===== src/rtl/ife_pkg.sv =====
// Shared encodings for the image filter engine: filter modes,
// FSM states and the 3x3 window tap geometry helpers.
package ife_pkg;

    localparam logic [1:0] MODE_MEAN   = 2'b00;
    localparam logic [1:0] MODE_PASS   = 2'b01;
    localparam logic [1:0] MODE_MEDIAN = 2'b10;
    localparam logic [1:0] MODE_THRS   = 2'b11;

    localparam int NTAP    = 9;
    localparam int MED_IDX = 4;

    typedef enum logic [1:0] {
        S_IDLE  = 2'd0,
        S_FETCH = 2'd1,
        S_CALC  = 2'd2,
        S_WRITE = 2'd3
    } ife_state_e;

    // Window row of tap k (0 = row above, 2 = row below).
    function automatic logic [1:0] tap_row(input logic [3:0] k);
        logic [1:0] r;
        unique case (1'b1)
            (k < 4'd3):              r = 2'd0;
            (k >= 4'd3 && k < 4'd6): r = 2'd1;
            default:                 r = 2'd2;
        endcase
        return r;
    endfunction

    // Window column of tap k (0 = left, 2 = right).
    function automatic logic [1:0] tap_col(input logic [3:0] k);
        logic [1:0] c;
        case (k)
            4'd0, 4'd3, 4'd6: c = 2'd0;
            4'd1, 4'd4, 4'd7: c = 2'd1;
            default:          c = 2'd2;
        endcase
        return c;
    endfunction

endpackage


===== src/rtl/ife_window_sorter.sv =====
// 3x3 window register array with a 9-pass odd-even transposition sort.
// Ports: clk/reset; load_i/load_idx_i/load_data_i write one tap;
// start_i begins sorting, done_o flags the last pass, med_o = element 4.
module ife_window_sorter
    import ife_pkg::*;
#(
    parameter int DW = 8
) (
    input  logic          clk,
    input  logic          reset,
    input  logic          load_i,
    input  logic [3:0]    load_idx_i,
    input  logic [DW-1:0] load_data_i,
    input  logic          start_i,
    output logic          done_o,
    output logic [DW-1:0] med_o
);

    logic [DW-1:0] win_q [NTAP];
    logic [DW-1:0] win_d [NTAP];
    logic          run_q, run_d;
    logic [3:0]    pass_q, pass_d;

    always_comb begin
        for (int i = 0; i < NTAP; i++) begin
            win_d[i] = win_q[i];
        end
        run_d  = run_q;
        pass_d = pass_q;
        if (load_i) begin
            win_d[load_idx_i] = load_data_i;
        end
        if (start_i) begin
            run_d  = 1'b1;
            pass_d = '0;
        end else if (run_q) begin
            // Even passes compare (0,1),(2,3)..; odd passes (1,2),(3,4)..
            for (int i = 0; i < NTAP - 1; i++) begin
                if ((i[0] == pass_q[0]) && (win_q[i] > win_q[i+1])) begin
                    win_d[i]   = win_q[i+1];
                    win_d[i+1] = win_q[i];
                end
            end
            pass_d = pass_q + 4'd1;
            if (pass_q == 4'(NTAP - 1)) begin
                run_d = 1'b0;
            end
        end
    end

    always_ff @(posedge clk or posedge reset) begin
        if (reset) begin
            for (int i = 0; i < NTAP; i++) begin
                win_q[i] <= '0;
            end
            run_q  <= 1'b0;
            pass_q <= '0;
        end else begin
            for (int i = 0; i < NTAP; i++) begin
                win_q[i] <= win_d[i];
            end
            run_q  <= run_d;
            pass_q <= pass_d;
        end
    end

    assign done_o = run_q && (pass_q == 4'(NTAP - 1));
    assign med_o  = win_q[MED_IDX];

endmodule


===== src/rtl/ife_param.sv =====
// Image filter engine: reads an IMG_W x IMG_H image, applies mean,
// pass-through, median or threshold, writes one pixel per wen pulse.
// Ports: clk, reset (async, high); ready/sel/thresh start a frame;
// idata/iaddr read the input memory; busy, addr/data_wr/wen write out.
module ife_param
    import ife_pkg::*;
#(
    parameter int DW    = 8,
    parameter int IMG_W = 128,
    parameter int IMG_H = 128,
    parameter int AW    = $clog2(IMG_W * IMG_H)
) (
    input  logic          clk,
    input  logic          reset,
    input  logic          ready,
    input  logic [1:0]    sel,
    input  logic [DW-1:0] thresh,
    input  logic [DW-1:0] idata,
    output logic [AW-1:0] iaddr,
    output logic          busy,
    output logic [AW-1:0] addr,
    output logic [DW-1:0] data_wr,
    output logic          wen
);

    localparam int SW = DW + 4;
    localparam int CW = $clog2(IMG_W);
    localparam int RW = $clog2(IMG_H);

    localparam logic [CW-1:0] COL_LAST = CW'(IMG_W - 1);
    localparam logic [RW-1:0] ROW_LAST = RW'(IMG_H - 1);
    localparam logic [AW-1:0] PIX_LAST = AW'(IMG_W * IMG_H - 1);
    localparam logic [AW-1:0] ROW_STEP = AW'(IMG_W);
    localparam logic [AW-1:0] ONE      = AW'(1);
    localparam logic [SW-1:0] DIV      = SW'(NTAP);
    localparam logic [7:0]    DIV_LAST = 8'(SW - 1);

    ife_state_e    st_q, st_d;
    logic [1:0]    mode_q, mode_d;
    logic [DW-1:0] thr_q, thr_d;
    logic [AW-1:0] pix_q, pix_d;
    logic [RW-1:0] row_q, row_d;
    logic [CW-1:0] col_q, col_d;
    logic [3:0]    k_q, k_d;
    logic [7:0]    calc_q, calc_d;
    logic          valid_q, valid_d;
    logic [AW-1:0] iaddr_q, iaddr_d;
    logic [SW-1:0] sum_q, sum_d;
    logic [SW-2:0] rem_q, rem_d;
    logic [SW-1:0] quo_q, quo_d;
    logic [DW-1:0] res_q, res_d;

    logic          one_tap;
    logic          issue;
    logic [3:0]    tk;
    logic [1:0]    tr, tc;
    logic          tap_ok;
    logic [AW-1:0] tap_addr;
    logic [DW-1:0] tap;
    logic [SW-1:0] sum_nx;
    logic [SW-1:0] trial, diff;
    logic [DW-1:0] result;
    logic          srt_load, srt_start, srt_done;
    logic [DW-1:0] srt_med;

    assign one_tap = (mode_q == MODE_PASS) || (mode_q == MODE_THRS);
    assign issue   = (st_q == S_FETCH) &&
                     (one_tap ? (k_q == 4'd0) : (k_q < 4'd9));
    assign tk      = one_tap ? 4'd4 : k_q;
    assign tr      = tap_row(tk);
    assign tc      = tap_col(tk);

    // Taps hanging over an image edge are not read; they enter as 0.
    assign tap_ok = !((tr == 2'd0) && (row_q == '0))
                 && !((tr == 2'd2) && (row_q == ROW_LAST))
                 && !((tc == 2'd0) && (col_q == '0))
                 && !((tc == 2'd2) && (col_q == COL_LAST));

    always_comb begin
        tap_addr = pix_q;
        if (tr == 2'd0) begin
            tap_addr = tap_addr - ROW_STEP;
        end else if (tr == 2'd2) begin
            tap_addr = tap_addr + ROW_STEP;
        end
        if (tc == 2'd0) begin
            tap_addr = tap_addr - ONE;
        end else if (tc == 2'd2) begin
            tap_addr = tap_addr + ONE;
        end
    end

    assign iaddr  = (issue && tap_ok) ? tap_addr : iaddr_q;
    assign tap    = valid_q ? idata : '0;
    assign sum_nx = ((k_q == 4'd1) ? '0 : sum_q) + SW'(tap);
    assign trial  = {rem_q, quo_q[SW-1]};
    assign diff   = trial - DIV;

    assign srt_load  = (st_q == S_FETCH) && !one_tap && (k_q != 4'd0);
    assign srt_start = (st_q == S_FETCH) && (k_q == 4'd9) &&
                       (mode_q == MODE_MEDIAN);

    ife_window_sorter #(
        .DW (DW)
    ) u_sorter (
        .clk         (clk),
        .reset       (reset),
        .load_i      (srt_load),
        .load_idx_i  (k_q - 4'd1),
        .load_data_i (tap),
        .start_i     (srt_start),
        .done_o      (srt_done),
        .med_o       (srt_med)
    );

    always_comb begin
        case (mode_q)
            MODE_MEDIAN: result = srt_med;
            MODE_MEAN:   result = quo_q[DW-1:0];
            default:     result = res_q;
        endcase
    end

    always_comb begin
        st_d    = st_q;
        mode_d  = mode_q;
        thr_d   = thr_q;
        pix_d   = pix_q;
        row_d   = row_q;
        col_d   = col_q;
        k_d     = k_q;
        calc_d  = calc_q;
        sum_d   = sum_q;
        rem_d   = rem_q;
        quo_d   = quo_q;
        res_d   = res_q;
        valid_d = issue && tap_ok;
        iaddr_d = iaddr;
        busy    = (st_q != S_IDLE);
        wen     = (st_q == S_WRITE);
        addr    = pix_q;
        data_wr = (st_q == S_WRITE) ? result : res_q;

        unique case (st_q)
            S_IDLE: begin
                if (ready) begin
                    st_d   = S_FETCH;
                    mode_d = sel;
                    thr_d  = thresh;
                    pix_d  = '0;
                    row_d  = '0;
                    col_d  = '0;
                    k_d    = '0;
                end
            end
            S_FETCH: begin
                k_d = k_q + 4'd1;
                if (!one_tap && (k_q != 4'd0)) begin
                    sum_d = sum_nx;
                end
                if (one_tap && (k_q == 4'd1)) begin
                    k_d  = '0;
                    st_d = S_WRITE;
                    if ((mode_q == MODE_THRS) && (tap < thr_q)) begin
                        res_d = '0;
                    end else begin
                        res_d = tap;
                    end
                end else if (!one_tap && (k_q == 4'd9)) begin
                    k_d    = '0;
                    st_d   = S_CALC;
                    calc_d = '0;
                    quo_d  = sum_nx;
                    rem_d  = '0;
                end
            end
            S_CALC: begin
                calc_d = calc_q + 8'd1;
                if (mode_q == MODE_MEAN) begin
                    // Restoring divide by 9, one quotient bit per cycle.
                    if (trial >= DIV) begin
                        rem_d = diff[SW-2:0];
                        quo_d = {quo_q[SW-2:0], 1'b1};
                    end else begin
                        rem_d = trial[SW-2:0];
                        quo_d = {quo_q[SW-2:0], 1'b0};
                    end
                    if (calc_q == DIV_LAST) begin
                        st_d = S_WRITE;
                    end
                end else if (srt_done) begin
                    st_d = S_WRITE;
                end
            end
            S_WRITE: begin
                res_d = result;
                if (pix_q == PIX_LAST) begin
                    st_d  = S_IDLE;
                    pix_d = '0;
                    row_d = '0;
                    col_d = '0;
                end else begin
                    st_d  = S_FETCH;
                    pix_d = pix_q + ONE;
                    if (col_q == COL_LAST) begin
                        col_d = '0;
                        row_d = row_q + RW'(1);
                    end else begin
                        col_d = col_q + CW'(1);
                    end
                end
            end
            default: st_d = S_IDLE;
        endcase
    end

    always_ff @(posedge clk or posedge reset) begin
        if (reset) begin
            st_q    <= S_IDLE;
            mode_q  <= MODE_MEAN;
            thr_q   <= '0;
            pix_q   <= '0;
            row_q   <= '0;
            col_q   <= '0;
            k_q     <= '0;
            calc_q  <= '0;
            valid_q <= 1'b0;
            iaddr_q <= '0;
            sum_q   <= '0;
            rem_q   <= '0;
            quo_q   <= '0;
            res_q   <= '0;
        end else begin
            st_q    <= st_d;
            mode_q  <= mode_d;
            thr_q   <= thr_d;
            pix_q   <= pix_d;
            row_q   <= row_d;
            col_q   <= col_d;
            k_q     <= k_d;
            calc_q  <= calc_d;
            valid_q <= valid_d;
            iaddr_q <= iaddr_d;
            sum_q   <= sum_d;
            rem_q   <= rem_d;
            quo_q   <= quo_d;
            res_q   <= res_d;
        end
    end

endmodule


===== config.mk =====
export PLATFORM = sky130hd
export DESIGN_NAME = ife_param
export DESIGN_NICKNAME = d
export VERILOG_FILES = /design/src/rtl/ife_pkg.sv /design/src/rtl/ife_window_sorter.sv /design/src/rtl/ife_param.sv
export SDC_FILE = /design/constraint.sdc
export NUM_CORES = 1
export LEC_CHECK = 0
export CAP_MARGIN = 20
export CORE_MARGIN = 3
export CORE_UTILIZATION = 60
export DETAILED_ROUTE_END_ITERATION = 6
export GPL_TIMING_DRIVEN = 0
export MAX_ROUTING_LAYER = met4
export PLACE_DENSITY_LB_ADDON = 0.3
export SYNTH_ARGS = -nofsm -noshare
export SYNTH_HDL_FRONTEND = slang
export SYNTH_HIERARCHICAL = 1
export SYNTH_SLANG_ARGS = --single-unit

===== constraint.sdc =====
create_clock -name clk -period 4.13 [get_ports clk]
set_input_delay 0.6195 -clock clk [delete_from_list [all_inputs] [get_ports clk]]
set_output_delay 0.6195 -clock clk [all_outputs]
set_load 0.1 [all_outputs]

==> results of run 1 <==
==> per-stage QoR <==
step,setup slack [ns],util [%],cells
floorplan,-0.236,-,1472
global placement,-1.14,66.2,1805
detailed placement,-0.338,66.5,1807
CTS,0.0195,69.5,1843
global route,0.000138,69.6,1842
finish,0.137,69.6,1842
==> where the power goes <==
part           switching, mW  internal, mW
clock network          0.834         0.809
registers              0.781          2.46
logic                   5.24          2.90
==> critical path, stage by stage, from the launching register on <==
cell             delay, ns
dfrtp_1               0.47
buf_2                 0.22
inv_1                 0.11
ha_1                  0.19
a21oi_1               0.07
o21ai_0               0.28
nand3_1               0.19
a311oi_4              0.22
buf_4                 0.20
buf_6                 0.15
mux2_2                0.36
clkdlybuf4s15_2       0.47
==> state kept, by name (all words and copies together) (netlist names) <==
signal and flops:
u_sorter/win_q 64, addr 14, iaddr_q 14, quo_q 12, sum_q 12, rem_q 11
calc_q 8, res_q 8, thr_q 8, u_sorter/med_o 8, col_q 7, row_q 7
k_q 4, u_sorter/pass_q 4, mode_q 2, st_q 2, u_sorter/run_q 1, valid_q 1
==> layout by cell type (no fill, tap or decap), types with 28 or more instances in the layout <==
master,netlist,final
a21oi_1,78,77
a22oi_1,43,43
clkbuf_1,30,28
clkdlybuf4s50_1,0,43
dfrtp_1,187,187
ha_1,100,100
inv_1,116,114
mux2i_1,76,76
nand2_1,150,150
nand3_1,36,36
nor2_1,66,66
o21ai_0,105,103
o22ai_1,58,58
==> layer usage <==
metal,part of all wire [%],wire length (µm),vias to the layer above
met2,46,16200,518
met3,7.1,2510,94
met1,44,15400,5651
met4,3.1,1070,0
li1,-,-,5519
met5,0,0,-
==> worst min-delay path by stage <==
stage,from,to,depth (start not counted)
floorplan,sum_q[0],sum_q[0],2
global placement,sum_q[5],sum_q[5],2
detailed placement,sum_q[5],sum_q[5],2
CTS,sum_q[2],sum_q[2],2
global route,sum_q[5],sum_q[5],2
finish,sum_q[6],sum_q[6],1
==> final cells by class <==
class | count | area [µm²] | share of cell area (%)
repair buffers | 64 | 672 | 4.54
well taps | 275 | 344 | 2.32
clock inverters | 15 | 155 | 1.05
multi-input cells | 1084 | 7660 | 51.7
plain buffers | 83 | 425 | 2.87
flip-flops and latches | 187 | 4680 | 31.6
clock buffers | 17 | 425 | 2.87
inverters | 117 | 444 | 3.00
==> repair_timing <==
| action | 4_1_cts | 5_1_grt |
|---|---|---|
| endpoints found under the setup margin | 14 | 10 |
| setup buffers | 4 | 0 |
| hold buffers | 0 | 0 |
| pin swaps | 1 | 0 |
| hold endpoints to repair | 0 | 0 |
| resized for setup | 47 | 12 |
==> cell families after synthesis <==
family / share of synthesized area (%)
AOI/OAI and AO/OA: 21.5
xor gates and xnor gates: 2.26
adders and majority gates: 9.66
buffers and inverters: 6.57
DFF: 35.5
muxes: 7.66
and+or+nand+nor: 16.8
==> out/metrics.cfg, run 1 <==
[worst_setup_path]
worstPathArrival_ns=3.37
crit_end=iaddr[11]
endpoint_kind=primary output
rrSetupSlack_ns=0.34
cp-start-kind=flop
reg2reg_depth=15
worstPathRequired_ns=3.51
crit_fanout=10
reg2reg_to=quo_q[10]
worstReg2RegStart=k_q[1]
worstSetupStartpoint=k_q[0]
critical_path_class=reg2out

[finish]
antenna_cells=0
area_growth_pct=12.4
num-fill-cells=1662
nNetsFinal=1676
final_cell_area_um2=14800
layout-drive-gt1-share_pct=10.6

[synthesis]
syn-num-nets=1594
synth_edf_count=0
synth_flop_cell=dfrtp_1
yosys-top-cells-area=dfrtp_1, ha_1, mux2i_1, nand2_1, o21ai_0
syn_area_um2=13200
synth-seq-cells=187
syn-instance-count=1472
seq_area_frac_synth_pct=35.5
synth_top_area_cell=dfrtp_1
ys_types=84
yosysMostFrequentCell=dfrtp_1
synth.top_cell.area_share_pct=35.5
syn_area_per_cell_um2=8.94
synth-async-reset-ratio_pct=100
synth_common_cells=dfrtp_1, nand2_1, inv_1, o21ai_0, ha_1
ys.warnings.count=6

[global_routing]
grt_start_max_net_pins=72
antenna_found_initial=0
grt_pass1_wl_um=58100
overflow=0
met2_usage_pct=46.8
track_usage_pct=30.6
grt_use_met1_pct=42.4
busiest_layer=met2
use_met3_pct=3.72
first_global_vias=11400

[floorplanning]
io_pins=59
design.die.area_um2=23800
num_rows=53
die_w_um=154
fp.dieH_um=154
core_area_um2=21300
start_util_pct=61.9

[routing]
viasPerCell=6.40
vias=11800
detail_route.wl_per_cell_um=19.1
drc=2
postRouteWirelength_um=35200
drt_iter0_markers=1140
drtPass1Iterations=7
ant_nets=0

[timing]
hold_ws_ns=0.479
relSlewSlack_pct=34.0
rsz0062_at_grt=no
fmax_ghz=0.250
period_needed_ns=3.99
skew_ns=0.0125
setup_tns_ns=0
hold_violations=0
fin_crit_sh_pct=96.7
tightestPinTransition_ns=0.987
slew_violations=0
finalSetupViolations=0

[run]
cap_violations=0

[clock_network]
h-tree-depth=4
worstSkewPairLatency_ns=0.44
cts-root-buf=clkbuf_16
clkTransAtPathRegs_ns=0.07
cts.sinks=187
ctsLongestPathBuffers=2
cts_made_buffers=17
tritoncts=done

[placed_design]
place_area_um2=14200
dp_hpwl_um=25700
place.gp.congestion=0.943
portBuffers=58

[power]
power_mw=13.0
peakVddDrop_uv=722
leakage_nw=6.85
power-per-cell-area_nw_per_um2=880

[min_path]
hold_path.class=reg2reg

[run_status]
violations=DRC
outcome=complete, but fails checks

No activity file was read; power rests on OpenSTA's default activity.
==> inputs of run 2 (changes only) <==
- SETUP_SLACK_MARGIN: unset -> 0.1
==> run 2 against run 1 <==
Net effect: the run now ends clean; worst setup slack better by 0.071 ns; register-to-register slack worse by 0.05 ns; sequential share of layout area up 0.14 points; clock power about the same; non-clock buffer count down 1; wire length up 1.1%; power about the same; core utilization down 0.31 points; die area unchanged; first-iteration DRC count up 15%; critical endpoint is now iaddr[8]; largest cell class unchanged.
==> out/metrics.cfg, run 2 (same netlist as run 1, synthesis figures left out) <==
[run_status]
outcome=complete, no violations  ; was complete, but fails checks

[clock_network]
cts.sinks=187  ; unchanged
cts_made_buffers=17  ; unchanged
tritoncts=done  ; unchanged
h-tree-depth=4  ; unchanged
worstSkewPairLatency_ns=0.44  ; about the same
cts-root-buf=clkbuf_16  ; unchanged
ctsLongestPathBuffers=2  ; unchanged
clkTransAtPathRegs_ns=0.08  ; was 0.07 ns

[worst_setup_path]
cp-start-kind=flop  ; unchanged
endpoint_kind=primary output  ; unchanged
crit_slowest_cell=dfrtp_1  ; unchanged
slowest_delay_ns=0.47  ; about the same
cp_common_cell=buf_2
critical_path_class=reg2out  ; unchanged
worstSetupStartpoint=k_q[0]  ; unchanged
worstPathRequired_ns=3.51  ; about the same
reg2reg_depth=16  ; was 15
rrSetupSlack_ns=0.29  ; was 0.34 ns
worstPathArrival_ns=3.30  ; was 3.37 ns
crit_fanout=10  ; unchanged
reg2reg_to=quo_q[10]  ; unchanged
worstReg2RegStart=k_q[1]  ; unchanged
worstPathCellList=buf_2, inv_1, ha_1, a21oi_1, o21ai_0, nand3_1, a311oi_4, buf_4, mux2_2, buf_2  ; was buf_2, inv_1, ha_1, a21oi_1, o21ai_0, nand3_1, a311oi_4, buf_4, buf_6, mux2_2, clkdlybuf4s15_2

[min_path]
min_from=sum_q[2]  ; was sum_q[6]
min_path_cells=2  ; was 1
hold_end=sum_q[2]  ; was sum_q[6]
hold_path.class=reg2reg  ; unchanged

[finish]
area_growth_pct=11.9  ; was 12.4%
nNetsFinal=1675  ; was 1676
final_cells=1842  ; unchanged
top_register=u_sorter/win_q  ; unchanged
layout-drive-gt1-share_pct=10.7  ; was 10.6%
multi_input_area_um2=7670  ; was 7660 µm²
seqCellArea_um2=4680  ; unchanged
largest_register_ffs=64  ; unchanged
final_cell_mix=dfrtp_1, nand2_1, inv_1  ; unchanged
num-fill-cells=1640  ; was 1662
final_common_cell=dfrtp_1  ; unchanged

[timing]
hold_violations=0  ; unchanged
rsz0062_at_grt=yes  ; was no
period_needed_ns=3.92  ; was 3.99 ns
skew_ns=0.0105  ; was 0.0125 ns
tightestPinTransition_ns=0.993  ; was 0.987 ns
relSlewSlack_pct=33.7  ; was 34.0%
slew_violations=0  ; unchanged
fmax_ghz=0.255  ; was 0.250 GHz
finalSetupViolations=0  ; unchanged
setup_tns_ns=0  ; unchanged
timing.final.ws_setup_ns=0.208  ; was 0.137 ns
fin_crit_sh_pct=95.0  ; was 96.7%

[global_routing]
grt_start_max_net_pins=64  ; was 72
first_global_vias=11400  ; about the same
track_usage_pct=30.8  ; was 30.6%
overflow=0  ; unchanged
grt_pass1_wl_um=58500  ; was 58100 µm
antenna_found_initial=1  ; was 0

[placed_design]
post-place-cells=1807  ; unchanged
portBuffers=58  ; unchanged
place.gp.congestion=0.919  ; was 0.943
dp_slack_ns=-0.337  ; was -0.338 ns
dp_hpwl_um=26000  ; was 25700 µm

[floorplanning]
start_util_pct=61.9  ; unchanged
core_area_um2=21300  ; unchanged
die_w_um=154  ; unchanged
design.die.area_um2=23800  ; unchanged
fp.dieH_um=154  ; unchanged
io_pins=59  ; unchanged
num_rows=53  ; unchanged

[routing]
viasPerCell=6.44  ; was 6.40
detail_route.wl_per_cell_um=19.3  ; was 19.1 µm
vias=11900  ; was 11.8k
drc=0  ; was 2
ant_nets=0  ; unchanged
postRouteWirelength_um=35500  ; was 35200 µm
drtPass1Iterations=5  ; was 7
drt_iter0_markers=1315  ; was 1140

[power]
peakVddDrop_uv=686  ; was 722 µV
power-per-cell-area_nw_per_um2=884  ; was 880 nW/µm²
leakage_nw=6.86  ; was 6.85 nW
power_mw=13.0  ; about the same

[run]
cap_violations=0  ; unchanged

==> run 2: power by group <==
part	internal, mW	switching (mW)	total [mW]
Sequential	2.46	0.782	3.24
Clock	0.819	0.814	1.63
Combinational	2.86	5.29	8.15
Total	6.14	6.89	13.0
==> run 2: worst max path at each step <==
| stage | to | slack [ns] | depth (start not counted) |
|---|---|---|---|
| after detailed placement | iaddr[12] | -0.34 | 11 |
| after global routing | quo_q[10] | 0.07 | 16 |
| after global placement | res_q[2] | -1.20 | 2 |
| after floorplan | iaddr[12] | -0.24 | 9 |
| after CTS | iaddr[5] | 0.10 | 10 |
| final | iaddr[8] | 0.21 | 10 |
==> run 2: worst max-delay path: cells and delay by family (launching register included) <==
family	cells	cell delay, ns
AOI/OAI and AO/OA	3	0.72
DFF	1	0.47
buffers and inverters	4	0.91
and+or+nand+nor	1	0.17
muxes	1	0.36
adders and majority gates	1	0.22
==> run 2: final cells by class <==
class / count / share of cell area [%]
clock buffers: 19 / 3.01
diodes: 1 / 0.0170
clock inverters: 13 / 0.840
repair buffers: 62 / 4.10
plain buffers: 84 / 2.90
well taps: 275 / 2.33
flip-flops and latches: 187 / 31.7
inverters: 117 / 3.01
multi-input cells: 1084 / 52.0
==> run 2: stage by stage <==
step	hold WS [ns]	area [µm²]	utilization [%]
6_report	0.482	14700	69.2
5_1_grt	0.506	14700	69.2
4_1_cts	0.484	14700	69.2
3_5_place_dp	0.460	14200	66.6
3_3_place_gp	0.453	14100	66.3
2_1_floorplan	0.437	13200	-
==> run 2: timing repair <==
| item | 4_1_cts | 5_1_grt |
|---|---|---|
| gates cloned | 0 | 0 |
| buffers inserted | 2 | 0 |
| resized for setup | 64 | 25 |
| endpoints found under the hold margin | 0 | 0 |
| setup endpoints to repair | 15 | 17 |
| hold buffers | 0 | 0 |
| pin swaps | 1 | 0 |
==> run 2: routing by layer <==
layer	vias to the layer above	GRT usage (%)	routed length, µm
li1	5517	-	-
met1	5715	41.2	15200
met2	543	48.0	16600
met3	92	5.07	2710
met4	0	10.6	1010
met5	-	-	0
==> inputs of run 3 (changes only) <==
- SETUP_SLACK_MARGIN: 0.1 -> 0.05
==> run 3 against run 2 <==
Net effect: worst setup slack lost 0.056 ns; sequential share of layout area shrank 0.081 points; final cell count is essentially flat; power shrank 0.17%; die area is the same; via count shrank 0.72%; flip-flop and latch count is the same; clock skew grew 0.0013 ns; cell area grew 0.26%; core utilization grew 0.18 points; first-iteration DRC count shrank 16%; highest routed layer unchanged.
==> out/metrics.cfg, run 3 (same netlist as run 1, synthesis figures left out) <==
[routing]
ant_nets=0  ; unchanged
postRouteWirelength_um=35200  ; was 35500 µm
drtPass1Iterations=5  ; unchanged
vias=11800  ; was 11.9k
detail_route.wl_per_cell_um=19.1  ; was 19.3 µm
drt_iter0_markers=1104  ; was 1315
viasPerCell=6.39  ; was 6.44
drc=0  ; unchanged

[worst_setup_path]
crit_fanout=10  ; unchanged
cp_top_family=buffers and inverters  ; unchanged
worstSetupStartpoint=addr[7]  ; was k_q[0]
worstPathArrival_ns=3.36  ; was 3.30 ns
rrSetupSlack_ns=0.38  ; was 0.29 ns
endpoint_kind=primary output  ; unchanged
crit_end=iaddr[13]  ; was iaddr[8]
worstReg2RegStart=k_q[1]  ; unchanged
slowest_delay_ns=0.45  ; was 0.47 ns
worstPathRequired_ns=3.51  ; about the same
path_depth=10  ; unchanged
critPathBufInv=3  ; was 4
worstPathCellList=clkbuf_4, inv_1, ha_1, nand3b_1, o311ai_4, nor4_1, a32oi_1, xnor2_1, mux2_2, buf_2  ; was buf_2, inv_1, ha_1, a21oi_1, o21ai_0, nand3_1, a311oi_4, buf_4, mux2_2, buf_2
critical_path_class=reg2out  ; unchanged
cp-start-kind=flop  ; unchanged
reg2reg_depth=16  ; unchanged
crit_slowest_cell=dfrtp_1  ; unchanged
reg2reg_to=quo_q[10]  ; unchanged

[finish]
nNetsFinal=1677  ; was 1675
largest_register_ffs=64  ; unchanged
final_common_cell=dfrtp_1  ; unchanged
antenna_cells=0  ; was 1
final_cells=1843  ; was 1842
layout-drive-gt1-share_pct=10.7  ; about the same
final_cell_mix=dfrtp_1, nand2_1, inv_1  ; unchanged
top_register=u_sorter/win_q  ; unchanged
area_growth_pct=12.2  ; was 11.9%

[floorplanning]
fp.dieH_um=154  ; unchanged
core_area_um2=21300  ; unchanged
design.die.area_um2=23800  ; unchanged
start_util_pct=61.9  ; unchanged
io_pins=59  ; unchanged
num_rows=53  ; unchanged
die_w_um=154  ; unchanged

[timing]
slew_violations=0  ; unchanged
finalSetupViolations=0  ; unchanged
hold_violations=0  ; unchanged
hold_ws_ns=0.479  ; was 0.482 ns
fin_crit_sh_pct=96.3  ; was 95.0%
tightestPinTransition_ns=0.985  ; was 0.993 ns
relSlewSlack_pct=34.2  ; was 33.7%
period_needed_ns=3.98  ; was 3.92 ns
fmax_ghz=0.251  ; was 0.255 GHz
skew_ns=0.0118  ; was 0.0105 ns
rsz0062_at_grt=no  ; was yes
setup_tns_ns=0  ; unchanged

[clock_network]
clkTransAtPathRegs_ns=0.07  ; was 0.08 ns
h-tree-depth=4  ; unchanged
tritoncts=done  ; unchanged
cts-root-buf=clkbuf_16  ; unchanged
worstSkewPairLatency_ns=0.44  ; about the same
cts_made_buffers=17  ; unchanged
ctsLongestPathBuffers=2  ; unchanged
cts.sinks=187  ; unchanged

[global_routing]
busiest_layer=met2  ; unchanged
track_usage_pct=30.6  ; was 30.8%
grt_use_met1_pct=42.4  ; was 41.2%
grt_start_max_net_pins=72  ; was 64
use_met3_pct=3.72  ; was 5.07%
antenna_found_initial=0  ; was 1
grt_pass1_wl_um=58100  ; was 58500 µm
first_global_vias=11400  ; about the same
overflow=0  ; unchanged
met2_usage_pct=46.8  ; was 48.0%

[placed_design]
place.gp.congestion=0.943  ; was 0.919
portBuffers=58  ; unchanged
post-place-cells=1807  ; unchanged
dp_hpwl_um=25700  ; was 26000 µm

[power]
leakage_nw=6.88  ; was 6.86 nW
power-per-cell-area_nw_per_um2=880  ; was 884 nW/µm²
peakVddDrop_uv=717  ; was 686 µV

[run_status]
outcome=complete, no violations  ; unchanged

[min_path]
hold_path.class=reg2reg  ; unchanged

[run]
cap_violations=0  ; unchanged

run 3: metal layers:
layer / vias up / wire [µm]
met3: 105 / 2600
met1: 5636 / 15300
li1: 5515 / -
met4: 0 / 1170
met5: - / 0
met2: 525 / 16100
run 3: where the power goes:
group / internal [mW] / switching [mW]
registers: 2.46 / 0.783
logic: 2.87 / 5.25
clock network: 0.808 / 0.827
total: 6.14 / 6.86
run 3: repair_timing:
action	in CTS	in global routing
gates resized for setup	50	27
setup buffers	4	0
cloned	0	0
setup endpoints to repair	14	18
pin swaps	1	0
hold buffers	0	0
run 3: worst register-to-register path, cell delays in order (launching register included):
cell	delay, ns
dfrtp_1	0.47
buf_6	0.18
inv_1	0.10
ha_1	0.21
nand2_1	0.15
clkbuf_2	0.25
and2_1	0.16
ha_1	0.18
inv_1	0.06
fa_1	0.40
nor2b_1	0.12
o21ai_0	0.13
a21oi_2	0.26
o21ai_0	0.18
a211oi_2	0.33
nor4_1	0.08
or3_1	0.36
run 3: how the worst min path moves through the flow:
| stage | startpoint | to | depth (start not counted) |
|---|---|---|---|
| floorplan | sum_q[0] | sum_q[0] | 2 |
| global placement | sum_q[5] | sum_q[5] | 2 |
| detailed placement | sum_q[5] | sum_q[5] | 2 |
| CTS | sum_q[2] | sum_q[2] | 2 |
| global route | sum_q[5] | sum_q[5] | 2 |
| finish | sum_q[6] | sum_q[6] | 1 |
run 3: stage by stage:
step	setup slack, ns	util (%)	power, mW	area, µm²
global route	0.0526	69.4	13.9	14800
global placement	-1.14	66.2	11.0	14100
finish	0.152	69.4	13.0	14800
floorplan	-0.236	-	9.33	13200
CTS	0.0752	69.4	12.9	14800
detailed placement	-0.338	66.5	11.3	14200
run 3: final cells by class:
type / count / area [µm²]
multi-input cells: 1084 / 7660
fillers: 1672 / 6510
flip-flops and latches: 187 / 4680
repair buffers: 64 / 634
inverters: 117 / 444
plain buffers: 84 / 430
clock buffers: 17 / 425
well taps: 275 / 344
clock inverters: 15 / 155
